<file path="src/rtl/bcd_count_7seg.sv">
// Two-digit BCD up/down counter stepped by a TICK_DIV prescaler, with registered 7-segment decode (one cycle behind bcd).
// Optional leading-zero blanking of the tens digit when BCD_BLANK_EN is defined.
module bcd_count_7seg #(
   parameter int TICK_DIV = 15000,
   parameter int TBITS    = 14
) (
   input  logic        clk,
   input  logic        rst,
   input  logic        en,
   input  logic        up,
   input  logic        load,
   input  logic [7:0]  load_val,
   output logic [7:0]  bcd,
   output logic [13:0] both7seg,
   output logic        wrap,
   output logic        load_err
);

   localparam logic [TBITS-1:0] PC_LAST = TBITS'(TICK_DIV - 1);
`ifdef BCD_BLANK_EN
   localparam logic [13:0] SEG_RST = 14'h003F;
`else
   localparam logic [13:0] SEG_RST = 14'h1FBF;
`endif

   logic [TBITS-1:0] pc;
   logic             tick;
   logic             load_ok;
   logic [3:0]       nxt_tens;
   logic [3:0]       nxt_units;
   logic             nxt_wrap;
   logic [13:0]      seg_dec;

   function automatic logic [6:0] seg7(input logic [3:0] d);
      case (d)
         4'd0:    seg7 = 7'h3F;
         4'd1:    seg7 = 7'h06;
         4'd2:    seg7 = 7'h5B;
         4'd3:    seg7 = 7'h4F;
         4'd4:    seg7 = 7'h66;
         4'd5:    seg7 = 7'h6D;
         4'd6:    seg7 = 7'h7D;
         4'd7:    seg7 = 7'h07;
         4'd8:    seg7 = 7'h7F;
         4'd9:    seg7 = 7'h6F;
         default: seg7 = 7'h00;
      endcase
   endfunction

   assign tick    = en && (pc == PC_LAST);
   assign load_ok = (load_val[7:4] <= 4'd9) && (load_val[3:0] <= 4'd9);

   // Next BCD value for one step in the current direction; nxt_wrap flags 99<->00.
   always_comb begin
      nxt_tens  = bcd[7:4];
      nxt_units = bcd[3:0];
      nxt_wrap  = 1'b0;
      if (up) begin
         if (bcd[3:0] == 4'd9) begin
            nxt_units = 4'd0;
            if (bcd[7:4] == 4'd9) begin
               nxt_tens = 4'd0;
               nxt_wrap = 1'b1;
            end else begin
               nxt_tens = bcd[7:4] + 4'd1;
            end
         end else begin
            nxt_units = bcd[3:0] + 4'd1;
         end
      end else begin
         if (bcd[3:0] == 4'd0) begin
            nxt_units = 4'd9;
            if (bcd[7:4] == 4'd0) begin
               nxt_tens = 4'd9;
               nxt_wrap = 1'b1;
            end else begin
               nxt_tens = bcd[7:4] - 4'd1;
            end
         end else begin
            nxt_units = bcd[3:0] - 4'd1;
         end
      end
   end

   always_comb begin
      seg_dec = {seg7(bcd[7:4]), seg7(bcd[3:0])};
`ifdef BCD_BLANK_EN
      if (bcd[7:4] == 4'd0) begin
         seg_dec[13:7] = 7'h00;
      end
`endif
   end

   // Load outranks the tick: the step is dropped and the prescaler restarts.
   always_ff @(posedge clk or posedge rst) begin
      if (rst) begin
         pc       <= '0;
         bcd      <= 8'h00;
         wrap     <= 1'b0;
         load_err <= 1'b0;
         both7seg <= SEG_RST;
      end else begin
         wrap     <= 1'b0;
         load_err <= 1'b0;
         both7seg <= seg_dec;
         if (load) begin
            pc <= '0;
            if (load_ok) begin
               bcd <= load_val;
            end else begin
               load_err <= 1'b1;
            end
         end else if (en) begin
            if (tick) begin
               pc   <= '0;
               bcd  <= {nxt_tens, nxt_units};
               wrap <= nxt_wrap;
            end else begin
               pc <= pc + 1'b1;
            end
         end
      end
   end

endmodule

</file>
<file path="config.mk">
export PLATFORM = sky130hd
export DESIGN_NAME = bcd_count_7seg
export DESIGN_NICKNAME = d
export VERILOG_FILES = /design/src/rtl/bcd_count_7seg.sv
export SDC_FILE = /design/constraint.sdc
export NUM_CORES = 1
export LEC_CHECK = 0
export ABC_AREA = 1
export CORE_MARGIN = 4
export CORE_UTILIZATION = 34
export DETAILED_ROUTE_END_ITERATION = 8
export MAX_ROUTING_LAYER = met4
export SYNTH_ARGS = -nofsm -noshare
export SYNTH_HDL_FRONTEND = slang
export SYNTH_SLANG_ARGS = --single-unit
export TNS_END_PERCENT = 10
</file>
<file path="constraint.sdc">
create_clock -name clk -period 4.35 [get_ports clk]
set_clock_uncertainty 0.15 [all_clocks]
set_input_delay 1.0875 -clock clk [delete_from_list [all_inputs] [get_ports clk]]
set_output_delay 1.0875 -clock clk [all_outputs]
set_load 0.02 [all_outputs]
</file>
==> results of run 1 <==
metal layers:
layer | GRT usage, % | wire length, um
met1 | 17.9 | 2530
met2 | 22.4 | 2490
met4 | 5.23 | 85
met5 | - | 0
met3 | 2.58 | 168
cell type report:
class	count	area share (%)
sequential	38	34.2
clock buffer	8	2.83
tap	77	3.41
inverter	37	4.92
multi-input combinational	220	41.6
timing repair buffer	37	13.0
cell families after synthesis:
| logic type | Yosys count | synth area share, % |
|---|---|---|
| AO/OA/AOI/OAI | 36 | 9.07 |
| XOR/XNOR | 3 | 1.13 |
| adder cells (fa/ha/maj) | 16 | 8.64 |
| AND/OR/NAND/NOR | 164 | 31.5 |
| multiplexers | 1 | 0.432 |
| buffers and inverters | 43 | 7.56 |
| flip-flops | 38 | 41.7 |
power by group:
part / internal [uW] / total (uW) / switching (uW)
Combinational: 255 / 594 / 338
Clock: 114 / 232 / 118
Sequential: 471 / 547 / 75.3
Total: 841 / 1370 / 532
cells in the mapped netlist, types with 2 or more instances:
| master | instances | area, um^2 |
|---|---|---|
| nand2_1 | 78 | 293 |
| inv_1 | 36 | 135 |
| nand3_1 | 33 | 165 |
| nor2_1 | 29 | 109 |
| dfrtp_1 | 26 | 651 |
| ha_1 | 16 | 200 |
| a21oi_1 | 13 | 65.1 |
| o21ai_0 | 13 | 65.1 |
| dfstp_2 | 12 | 315 |
| nand4_1 | 6 | 37.5 |
| nor3_1 | 6 | 30.0 |
| buf_2 | 4 | 20.0 |
| nor2_2 | 3 | 18.8 |
| nor3b_1 | 3 | 22.5 |
| o211ai_1 | 3 | 22.5 |
| xor2_1 | 3 | 26.3 |
| nand2_2 | 2 | 12.5 |
| o22ai_1 | 2 | 12.5 |
critical path: stages:
cell and delay [ps]:
clkdlybuf4s50_1 750, nor2_1 200, nor3_1 500, nand4_1 140, nand2_1 90, a21oi_1 40
cells in the final DEF (no fill, tap or decap), types with 12 or more instances in the layout:
master and count:
nand3_1 33, a21oi_1 13, dfrtp_1 26, inv_1 36
o21ai_0 13, nor2_1 29, dfstp_2 12, nand2_1 78
clkdlybuf4s50_1 36, ha_1 16
through the flow:
stage | utilization, % | std cells | total power (uW)
2_1_floorplan | - | 301 | 910
3_3_place_gp | 42.3 | 409 | 1150
3_5_place_dp | 42.3 | 409 | 1150
4_1_cts | 43.5 | 417 | 1390
5_1_grt | 43.5 | 417 | 1490
6_report | 43.5 | 417 | 1370
flip-flops by register name (all words and copies together), names as in the netlist:
signal and flops:
bcd 8, wrap 1, both7seg 14, pc 14
load_err 1
worst paths after layout:
check | end | slack [ps] | depth (start not counted)
setup / recovery | pc[13]$_DFFE_PP0P_ | 1560 | 6
hold / removal | pc[0]$_DFFE_PP0P_ | 360 | 1
setup reg to reg | bcd[7]$_DFFE_PP0P_ | 2350 | 9
hold reg to reg | pc[0]$_DFFE_PP0P_ | 360 | 1
max in group asynchronous | both7seg[1]$_DFF_PP1_ | 2630 | 3
min in group asynchronous | bcd[7]$_DFFE_PP0P_ | 1060 | 3
==> flow_metrics.env, run 1 <==
export IMPL_status="finished, final reports clean"
export IMPL_cts_sinks=38
export IMPL_syn_to_final_growth_pct=21.9
export IMPL_synth_fp_nets=330
export IMPL_syn_avg_cell_area_um2=7.70
export IMPL_die_width_um=90.6
export IMPL_dp_hpwl_mm=3.96
export IMPL_h_tree_depth=2
export IMPL_synth_async_sr_flop_share_pct=100
export IMPL_n_antenna_cell=0
export IMPL_port_buffers=36
export IMPL_synth_flop_cell="dfrtp_1"
export IMPL_setup_viol=0
export IMPL_pin_count=37
export IMPL_finalHoldViolations=0
export IMPL_cts_hold_fix_buffers=0
export IMPL_timing_hold_ws_ps=362
export IMPL_clk_pin_slew_ps=70
export IMPL_power_density_mw_per_mm2=486
export IMPL_seqCellArea_um2=966
export IMPL_firstDrtPassIters=4
export IMPL_vias=2065
export IMPL_ys_seq_area_share_pct=41.7
export IMPL_setup_ws_ps=1560
export IMPL_syn_area_mm2=0.00232
export IMPL_drive_gt1_share_pct=8.53
export IMPL_fin_tns_setup_ps=0
export IMPL_place_congestion=0.939
export IMPL_critPathLaunch="load"
export IMPL_critPathArrivalTime_ps=2820
export IMPL_relSlewSlack_pct=64.7
export IMPL_nets=368
export IMPL_synth_cells=301
export IMPL_finalCritPeriodShare_pct=64.1
export IMPL_post_cts_buffers=0
export IMPL_place_ws_ps=1280
export IMPL_yosys_warnings=0
export IMPL_ir_drop_uv=218
export IMPL_grt_max_degree=39
export IMPL_numCtsBuffers=5
export IMPL_p_leak_uw=0.00130
export IMPL_max_freq_ghz=0.358
export IMPL_fin_crit_ps=2790
export IMPL_fill_cells=673
export IMPL_ctsResizeCount=0
export IMPL_ys_ff_latch=38
export IMPL_rsz0062_at_grt="false"
export IMPL_synth_edf_count=0
export IMPL_drv_slew=0
export IMPL_r2r_start="bcd[0]$_DFFE_PP0P_"
export IMPL_drc=0
export IMPL_antenna_left=0
export IMPL_min_delay_start="pc[0]$_DFFE_PP0P_"
export IMPL_grt_pass1_wl_mm=9.15
export IMPL_cap_violations=0
export IMPL_core_mm2=0.00649
export IMPL_netlist_cell_type_count=31
export IMPL_die_y_um=90.6
export IMPL_dieArea_mm2=0.00820
export IMPL_antenna_found_initial=0
export IMPL_cts_buffer_depth=2
export IMPL_endpoint_kind="flop"
export IMPL_placed_cell_area_mm2=0.00275
export IMPL_worstMarginPinSlew_ps=525
export IMPL_crit_fanout=13
export IMPL_grt_use_total_pct=14.1
export IMPL_startpoint_type="input pin"
export IMPL_rows=29
export IMPL_required_ps=4380
export IMPL_clk_insertion_delay_late_ps=290
export IMPL_design_area_mm2=0.00283
export IMPL_postRouteWirelength_mm=5.27
export IMPL_drt_iter0_markers=96
export IMPL_grt_pass1_vias=1966
export IMPL_multi_input_area_mm2=0.00118
export IMPL_overflow=0
export IMPL_cts_root_buf="clkbuf_8"
export IMPL_wire_per_inst_um=12.6
export IMPL_cts_tree="done"
export IMPL_worstSetupPathType="input pin to flop"
export IMPL_initial_core_util_pct=35.7
export IMPL_vias_per_cell=4.95
export IMPL_hold_path_class="flop to flop"
No activity file was read; power rests on OpenSTA's default activity.
==> run 2: changes to the inputs <==
clock period = 2.4 ns   (was 4.35 ns; I/O delays follow)
==> flow_metrics.env, run 2 (synthesized netlist as in run 1, its figures left out) <==
export IMPL_syn_to_final_growth_pct=25.3
export IMPL_multi_input_area_mm2=0.00118
export IMPL_worstMarginPinSlew_ps=484
export IMPL_cp_depth=1
export IMPL_grt_pass1_wl_mm=9.56
export IMPL_grt_use_total_pct=14.7
export IMPL_endpoint_kind="primary output"
export IMPL_hold_path_class="flop to flop"
export IMPL_critPathBufInv=1
export IMPL_seqCellArea_um2=966
export IMPL_post_cts_buffers=0
export IMPL_die_width_um=90.6
export IMPL_drt_iter0_markers=100
export IMPL_hold_end="pc[1]$_DFFE_PP0P_"
export IMPL_cts_sinks=38
export IMPL_cts_buffer_depth=2
export IMPL_status="finished, final reports clean"
export IMPL_clk_pin_slew_ps=70
export IMPL_postRouteWirelength_mm=5.56
export IMPL_rows=29
export IMPL_vias=2119
export IMPL_layout_commonest_cell="nand2_1"
export IMPL_finalCritPeriodShare_pct=94.5
export IMPL_pin_count=37
export IMPL_nets=377
export IMPL_setup_viol=0
export IMPL_clk_insertion_delay_late_ps=290
export IMPL_wire_per_inst_um=13.1
export IMPL_cp_slowest_cell="clkdlybuf4s50_1"
export IMPL_finalNonFillerCells=426
export IMPL_r2r_cells=9
export IMPL_n_antenna_cell=0
export IMPL_overflow=0
export IMPL_antenna_left=0
export IMPL_ctsResizeCount=0
export IMPL_cap_violations=0
export IMPL_place_congestion=0.875
export IMPL_power_uw=2570
export IMPL_critPathArrivalTime_ps=1520
export IMPL_cts_tree="done"
export IMPL_relSlewSlack_pct=67.7
export IMPL_dp_hpwl_mm=4.21
export IMPL_min_path_cells=2
export IMPL_initial_core_util_pct=35.7
export IMPL_drv_slew=0
export IMPL_vias_per_cell=4.97
export IMPL_fill_cells=635
export IMPL_min_delay_start="pc[1]$_DFFE_PP0P_"
export IMPL_core_mm2=0.00649
export IMPL_grt_pass1_vias=2056
export IMPL_cp_slowest_stage_delay_ps=680
export IMPL_die_y_um=90.6
export IMPL_dpl_cell_count=418
export IMPL_cts_hold_fix_buffers=0
export IMPL_finalHoldViolations=0
export IMPL_required_ps=1650
export IMPL_fin_crit_ps=2270
export IMPL_critical_path_cell_chain="clkdlybuf4s50_1"
export IMPL_dieArea_mm2=0.00820
export IMPL_r2r_start="bcd[0]$_DFFE_PP0P_"
export IMPL_critPathTopFamily="buffers and inverters"
export IMPL_h_tree_depth=2
export IMPL_max_freq_ghz=0.441
export IMPL_startpoint_type="flop"
export IMPL_port_buffers=36
export IMPL_reg_top3="both7seg: 14 flops, pc: 14 flops, bcd: 8 flops"
export IMPL_cts_root_buf="clkbuf_8"
export IMPL_r2r_end="bcd[7]$_DFFE_PP0P_"
export IMPL_p_leak_uw=0.00135
export IMPL_power_density_mw_per_mm2=886
export IMPL_rrSetupSlack_ps=430
export IMPL_numCtsBuffers=5
export IMPL_drive_gt1_share_pct=11.5
export IMPL_drc=0
export IMPL_antenna_found_initial=0
export IMPL_fin_tns_setup_ps=0
export IMPL_rsz0062_at_grt="false"
export IMPL_final_cell_mix="nand2_1 (78), inv_1 (36), clkdlybuf4s50_1 (36)"
export IMPL_grt_max_degree=39
export IMPL_crit_fanout=9
export IMPL_worstSetupPathType="flop to primary output"
export IMPL_firstDrtPassIters=5
export IMPL_ir_drop_uv=412
## run 2: cell count changes in the layout (fill, tap and decap cells not counted)
cell      before  now
clkbuf_1       3    1
clkinv_2       0    1
buf_4          1   10
clkbuf_8       5    6
## run 2: per-stage QoR
stage / setup WS (ps) / hold WS [ps] / instance area (um^2) / util (%)
global route: 79.6 / 384 / 2900 / 44.7
floorplan: 618 / 329 / 2320 / -
CTS: 113 / 375 / 2900 / 44.7
global placement: 105 / 346 / 2810 / 43.3
finish: 132 / 370 / 2900 / 44.7
detailed placement: 71.5 / 361 / 2810 / 43.3
## run 2: worst max path at each step
stage | startpoint | end | slack, ps
CTS | bcd[3]$_DFFE_PP0P_ | bcd[3] | 110
global route | bcd[3]$_DFFE_PP0P_ | bcd[3] | 80
floorplan | bcd[4]$_DFFE_PP0P_ | bcd[6]$_DFFE_PP0P_ | 620
finish | bcd[3]$_DFFE_PP0P_ | bcd[3] | 130
detailed placement | load | pc[6]$_DFFE_PP0P_ | 70
global placement | load | pc[11]$_DFFE_PP0P_ | 110
## run 2: layout make-up
class	count	share of cell area, %
multi-input combinational	220	40.5
clock buffer	7	2.97
tap	77	3.32
clock inverter	1	0.172
inverter	37	4.78
timing repair buffer	46	15.0
sequential	38	33.3
## run 2: per-layer routing
metal	up-vias	track usage [%]	share of wire, %
met5	-	-	0
met4	0	5.61	1.7
met3	9	2.67	3.8
met2	51	23.5	49
met1	996	18.6	45
li1	1063	-	-
## run 2: where the power goes
| group | switching [uW] | internal, uW |
|---|---|---|
| combinational | 663 | 489 |
| clock | 228 | 232 |
| sequential | 106 | 855 |
